`src/rtl/trace_decode.sv`:
```
// Trace packet decoder: expands address/word/timestamp packets into absolute-time
// bus events and buffers them in a small synchronous FIFO with a sticky drop flag.
module trace_decode #(
  parameter int FIFO_DEPTH = 4
) (
  input  logic        mclk,
  input  logic        reset_n,
  input  logic        packet_strobe,
  input  logic [1:0]  packet_type,
  input  logic [22:0] packet_payload,
  output logic        ev_valid,
  input  logic        ev_ready,
  output logic [1:0]  ev_kind,
  output logic [22:0] ev_addr,
  output logic [1:0]  ev_ublb,
  output logic [15:0] ev_data,
  output logic [31:0] ev_time,
  output logic        overflow,
  input  logic        clear_ovf
);

  localparam int PTR_W = (FIFO_DEPTH > 1) ? $clog2(FIFO_DEPTH) : 1;
  localparam int CNT_W = PTR_W + 1;
  localparam logic [CNT_W-1:0] FULL_COUNT = CNT_W'(FIFO_DEPTH);

  localparam logic [1:0] PKT_ADDR  = 2'b00;
  localparam logic [1:0] PKT_READ  = 2'b01;
  localparam logic [1:0] PKT_WRITE = 2'b10;
  localparam logic [1:0] PKT_TIME  = 2'b11;

  typedef struct packed {
    logic [1:0]  kind;
    logic [22:0] addr;
    logic [1:0]  ublb;
    logic [15:0] data;
    logic [31:0] stamp;
  } event_t;

  // Decoder state
  logic [31:0] time_acc_reg;
  logic [22:0] base_addr_reg;
  logic [22:0] word_idx_reg;

  // FIFO state
  event_t           mem [FIFO_DEPTH];
  logic [PTR_W-1:0] wr_ptr_reg;
  logic [PTR_W-1:0] rd_ptr_reg;
  logic [CNT_W-1:0] count_reg;
  logic             overflow_reg;

  // Packet field decode
  logic [31:0] ts5;
  logic [31:0] word_time;
  logic        is_addr;
  logic        is_word;
  logic        is_time;
  event_t      new_event;

  logic        push_req;
  logic        full;
  logic        pop;
  logic        push;
  logic        drop;

  assign ts5       = {27'd0, packet_payload[22:18]};
  assign word_time = time_acc_reg + ts5;
  assign is_addr   = packet_strobe && (packet_type == PKT_ADDR);
  assign is_word   = packet_strobe && ((packet_type == PKT_READ) || (packet_type == PKT_WRITE));
  assign is_time   = packet_strobe && (packet_type == PKT_TIME);

  always_comb begin
    new_event = '0;
    if (is_addr) begin
      new_event.kind  = PKT_ADDR;
      new_event.addr  = packet_payload;
      new_event.stamp = time_acc_reg;
    end else if (is_word) begin
      new_event.kind  = packet_type;
      new_event.addr  = base_addr_reg + word_idx_reg;
      new_event.ublb  = packet_payload[17:16];
      new_event.data  = packet_payload[15:0];
      new_event.stamp = word_time;
    end
  end

  // A pop only happens on a non-empty FIFO, so an empty FIFO never passes through.
  assign push_req = is_addr || is_word;
  assign full     = (count_reg == FULL_COUNT);
  assign pop      = ev_valid && ev_ready;
  assign push     = push_req && (!full || pop);
  assign drop     = push_req && full && !pop;

  always_ff @(posedge mclk or negedge reset_n) begin
    if (!reset_n) begin
      time_acc_reg  <= '0;
      base_addr_reg <= '0;
      word_idx_reg  <= '0;
    end else if (is_addr) begin
      base_addr_reg <= packet_payload;
      word_idx_reg  <= '0;
    end else if (is_word) begin
      time_acc_reg  <= word_time;
      word_idx_reg  <= word_idx_reg + 23'd1;
    end else if (is_time) begin
      time_acc_reg  <= time_acc_reg + {9'd0, packet_payload};
    end
  end

  always_ff @(posedge mclk or negedge reset_n) begin
    if (!reset_n) begin
      wr_ptr_reg   <= '0;
      rd_ptr_reg   <= '0;
      count_reg    <= '0;
      overflow_reg <= 1'b0;
    end else begin
      if (push) begin
        wr_ptr_reg <= wr_ptr_reg + PTR_W'(1);
      end
      if (pop) begin
        rd_ptr_reg <= rd_ptr_reg + PTR_W'(1);
      end
      case ({push, pop})
        2'b10:   count_reg <= count_reg + CNT_W'(1);
        2'b01:   count_reg <= count_reg - CNT_W'(1);
        default: count_reg <= count_reg;
      endcase
      // A fresh drop beats a concurrent clear.
      if (drop) begin
        overflow_reg <= 1'b1;
      end else if (clear_ovf) begin
        overflow_reg <= 1'b0;
      end
    end
  end

  always_ff @(posedge mclk) begin
    if (push) begin
      mem[wr_ptr_reg] <= new_event;
    end
  end

  event_t head;
  assign head     = mem[rd_ptr_reg];
  assign ev_valid = (count_reg != '0);
  assign ev_kind  = head.kind;
  assign ev_addr  = head.addr;
  assign ev_ublb  = head.ublb;
  assign ev_data  = head.data;
  assign ev_time  = head.stamp;
  assign overflow = overflow_reg;

endmodule

```
`config.mk`:
```
export PLATFORM = sky130hd
export DESIGN_NAME = trace_decode
export DESIGN_NICKNAME = d
export VERILOG_FILES = /design/src/rtl/trace_decode.sv
export SDC_FILE = /design/constraint.sdc
export NUM_CORES = 1
export LEC_CHECK = 0
export ABC_CLOCK_PERIOD_IN_PS = 3000
export BUFFER_PORTS_ARGS = -buffer_cell sky130_fd_sc_hd__buf_2
export CAP_MARGIN = 0
export CORE_UTILIZATION = 40
export DETAILED_ROUTE_END_ITERATION = 8
export SKIP_LAST_GASP = 1
export SLEW_MARGIN = 0
export SYNTH_ARGS = -nofsm -noshare
export SYNTH_HDL_FRONTEND = slang
export SYNTH_SLANG_ARGS = --single-unit
```
`constraint.sdc`:
```
create_clock -name mclk -period 3 [get_ports mclk]
set_input_delay 0.6 -clock mclk [delete_from_list [all_inputs] [get_ports mclk]]
set_output_delay 0.6 -clock mclk [all_outputs]
set_load 0.02 [all_outputs]
```
* Word-level counts from Yosys, hierarchy flattened
Memories as Yosys holds them, arrays and structs flattened. Cells that the tools add are included. W data, S select, Z words.
Word-level totals: bits in registers 86, RAM bits 300, bits of input ports 30, logic and storage cells 55, memories 1
Memory list:
- mem | words 4, width 75, rd ports 1, clocked after memory_dff 0, wr ports 1, line 45 | event_t mem [FIFO_DEPTH];
Operators by class: add/sub/neg operators 8, equal/unequal tests 6, multiplexer cells 13, bitwise operators 1, reductions and logical operators 19
Operator list (count):
- $mux W32 | 3
- $mux W75 | 1
- $mux W23 | 2
- $add A32 B23 Y32 | 1
- $add A32 B5 Y32 | 1
- $mux W25 | 1
- $add A23 B1 Y23 const B | 1
- $add A23 B23 Y23 | 1
- $mux W18 | 1
- $reduce_bool A2 Y1 | 4
- $logic_and A1 B1 Y1 | 7
- $eq A2 B2 Y1 const B | 3
- $pmux W3 S2 | 1
- $add A2 B1 Y2 const B | 2
- $eq A2 B1 Y1 const B | 2
- $mux W1 | 4
- $add A3 B1 Y3 const B | 1
- $eq A3 B3 Y1 const B | 1
- $logic_or A1 B1 Y1 | 3
- $reduce_bool A3 Y1 | 1
- $sub A3 B1 Y3 const B | 1
- $logic_not A1 Y1 | 2
- $logic_not A2 Y1 | 1
- $reduce_and A2 Y1 | 1
- $not A1 Y1 | 1

* Depth between registers and ports, before layout
depth in word-level cells 7, gate-level depth with buffers 10, mapped depth without buffers 9

* Least setup slack after synthesis
OpenSTA, ideal clock, no wires.
path type input -> register, start point input port packet_type[0], end point memory mem[0][0] (netlist name) (enable), arrival 3471 ps, path slack -913 ps, cell stages on the path 6, path buffers 1, cell sequence inv_1 > ha_1 > clkbuf_1 > o21ai_0 > nor2_1 > and2_1
On the way: cells in the longest elaborated chain, start to end 7
RTL lines:
- start: declaration | line 9 | input logic [1:0] packet_type,
- $eq A2 B1 Y1 or $eq A2 B2 Y1 (tied branches) | line 68 | assign is_word = packet_strobe && ((packet_type == PKT_READ) || (packet_type == PKT_WRITE));
- $logic_or A1 B1 Y1 | line 68
- $logic_and A1 B1 Y1 | line 68
- $logic_or A1 B1 Y1 * | line 87 | assign push_req = is_addr || is_word;
- $logic_and A1 B1 Y1 * | line 90 | assign push = push_req && (!full || pop);
- $mux W1 * | line 137 | if (push) begin
- $mux W1 (implied by the code) * | line 138 | mem[wr_ptr_reg] <= new_event;
- end: declaration | line 45
Every way passes the cells marked *; elsewhere a longest branch is shown, timed or not.

==> metrics <==
Syn Inst Count 1433; max reg flops 300; first-pass GRT wire length 73800 µm; CTS tree done; HPWL reported at the end of detailed placement 32700 µm; DR WL/cell 21.1 µm; Cell Rows 79; Final Hold Fails 0; number of synthesized flops with an enable pin 300; Die W 219 µm; CP Launch Type flip-flop; H-tree Lvls 2; leakage 8.55 nW; Die Span Y 219 µm; sequential fraction of the synthesis area 0.593; Setup Slack @ Placement -0.0395 ns; CTS Hold Bufs 0; Syn Nets 1524; Post-Synth Adder-Cell Area 0.0421; Nets 1704; # IOs 107; Synthesis Warnings 0; Max Transition Viols Final 0; Core ar. 46500 µm²; MaxCap Viol Count 0; Syn Area/Cell 13.1 µm²; mux cell area share after synthesis 0.0983; R2R Path Start word_idx_reg[0]; R2R Setup Slk 0.09 ns; number of port buffers 106; CP required 3.25 ns; CTS root buffer clkbuf_16; period utilization 0.971; Worst-Skew Late Latency 0.58 ns; CP Capture Type flip-flop; Inserted Clock Buffers 41; reg2reg end mem[1][70]; slew margin rel. 0.495; flops & latches, synth 386; crit-path max FO 4; PD cells 902 nW/µm²; share of cells above drive strength 1 0.234; Synth cell types 81; clock slew at reported path FFs 0.06 ns; worst ir drop on vdd 0.000550 V; crit path kind reg -> reg; final wirelength 47600 µm; largest family of logic cells by synthesized area simple AND/OR/NAND/NOR gates; Final setup viols 0; fin worst setup slack 0.0864 ns; RSZ-0062 raised after global routing yes; worst reg2reg path depth 9; clock tree sinks 386; Antenna Nets Post-Route 0; Synth Area in Simple Gates 0.112; Initial DRC Count 1044; clock buffer depth 3; die area 48000 µm²; largest net degree at the start of global routing 49; run status finished clean; global placer's final weighted congestion 0.908; Pre-antenna DRT Iters 5; HP Class in -> async; initial core utilization 0.405; Vias/cell 5.62; Post-CTS Setup Bufs 0; P&R area growth vs syn 17.7%; remaining global-route overflow 0; Slew @ Worst Pin 0.758 ns; drc violations 0; antenna violations before repair 5; overall routing resource usage 0.203; fmax 343 MHz; Synth Cell Area 18800 µm²; Synth Area in Compound Gates 0.104; clock skew 0.0318 ns; Hold Slack 0.0993 ns; crit path DAT 3.17 ns; asr flop ratio synth 0.223; vias in the first global route 12604; Vias 12658; min cycle time layout 2.91 ns; Post-Synth XOR/XNOR Area 0.0312; dominant synthesized flop cell edfxtp_1
cells in the mapped netlist, drive strengths merged, types with 6 or more instances:
master / n / area, µm²
dfrtp: 86 / 2150
buf: 19 / 87.6
nand2: 169 / 634
nand3: 38 / 213
nor2b: 16 / 103
nor4: 11 / 90.1
nor2: 78 / 293
mux2: 10 / 113
o31ai: 6 / 45.0
nand2b: 6 / 37.5
and3: 31 / 199
mux4: 75 / 1690
nor3: 26 / 146
o22ai: 6 / 37.5
a21boi: 6 / 45.0
xor2: 37 / 324
a211oi: 16 / 125
ha: 57 / 713
o21bai: 11 / 82.6
or3: 11 / 73.8
a22oi: 17 / 128
nand4: 12 / 87.6
o21ai: 82 / 414
xnor2: 30 / 263
a21o: 25 / 188
o211ai: 10 / 75.1
o21a: 11 / 82.6
a211o: 6 / 52.6
edfxtp: 300 / 9010
a31oi: 10 / 62.6
a21oi: 74 / 370
clkbuf: 56 / 210
inv: 19 / 71.3
and2: 11 / 68.8
power by group:
part | switching (W) | internal [W] | leakage [nW]
clock network | 0.00205 | 0.00284 | 0.629
registers | 0.000683 | 0.00678 | 3.89
logic | 0.00438 | 0.00326 | 4.03
total | 0.00711 | 0.0129 | 8.55
critical path, stage by stage (launching register included):
cell and delay (ns):
dfrtp_1 0.40, ha_1 0.23, fa_1 0.44, a211oi_1 0.23
o21bai_1 0.14, o2111ai_1 0.27, a31oi_2 0.19, a41oi_2 0.28
mux2i_1 0.22, nand3_1 0.18
layout by cell type (no fill, tap or decap), types with 15 or more instances in the layout:
cell type / synthesis / layout
nor2b_1: 15 / 15
mux4_2: 75 / 75
and3_1: 30 / 30
xor2_1: 37 / 37
a22oi_1: 17 / 17
a21oi_1: 74 / 74
xnor2_1: 30 / 30
a21o_1: 25 / 25
dfrtp_1: 86 / 84
nand3_1: 35 / 35
nand2_1: 169 / 169
nor2_1: 78 / 78
inv_1: 19 / 19
o21ai_1: 12 / 17
a211oi_1: 15 / 15
o21ai_0: 69 / 64
edfxtp_1: 300 / 300
clkbuf_16: 0 / 41
buf_2: 10 / 105
ha_1: 57 / 57
buf_12: 0 / 17
nor3_1: 24 / 24
buf_4: 1 / 90
metal layers:
metal / up-vias / GRT usage / share of wire
met5: - / 0 / 0.00086
met4: 8 / 0.0472 / 0.018
met3: 63 / 0.0377 / 0.064
met2: 390 / 0.310 / 0.45
met1: 6354 / 0.300 / 0.47
li1: 5843 / - / -
through the flow:
stage | instances | power [W] | setup TNS, ns | utilization | area, µm²
2_1_floorplan | 1433 | 0.0125 | -30.72 | - | 18800
3_3_place_gp | 2177 | 0.0152 | 0 | 0.449 | 20900
3_5_place_dp | 2177 | 0.0153 | -0.588 | 0.449 | 20900
4_1_cts | 2251 | 0.0202 | 0 | 0.477 | 22100
5_1_grt | 2252 | 0.0211 | -0.116 | 0.477 | 22200
6_report | 2252 | 0.0200 | 0 | 0.477 | 22200
logic make-up after synthesis:
family                     after synthesis
muxes                                   90
AOI/OAI and AO/OA                      306
buffers and inverters                   94
DFF                                    386
adders and majority gates               61
and+or+nand+nor                        429
xor gates and xnor gates                67
worst max path at each step:
stage	cells after the start	end	start	slack [ns]
after floorplan	6	mem[0][0]	packet_type[0]	-0.10
final	9	mem[1][70]	word_idx_reg[0]	0.09
after CTS	9	mem[1][70]	word_idx_reg[0]	0.04
after global routing	9	mem[1][70]	base_addr_reg[0]	-0.03
after global placement	11	mem[2][18]	packet_payload[18]	0.003
after detailed placement	11	mem[3][18]	packet_payload[18]	-0.04
final cells by class:
class	instances	area [µm²]
Tap cell	607	759
Multi-Input combinational cell	953	7330
Sequential cell	386	11200
Inverter	19	71.3
Clock buffer	53	1090
Clock inverter	21	204
Timing Repair Buffer	212	1540
Antenna cell	1	2.50
Fill cell	4118	24300
timing repair:
| action | in CTS | in global routing |
|---|---|---|
| hold endpoints to repair | 0 | 0 |
| setup endpoints to repair | 0 | 28 |
| gates resized for setup | 0 | 7 |
(Power assumes the default switching activity.)
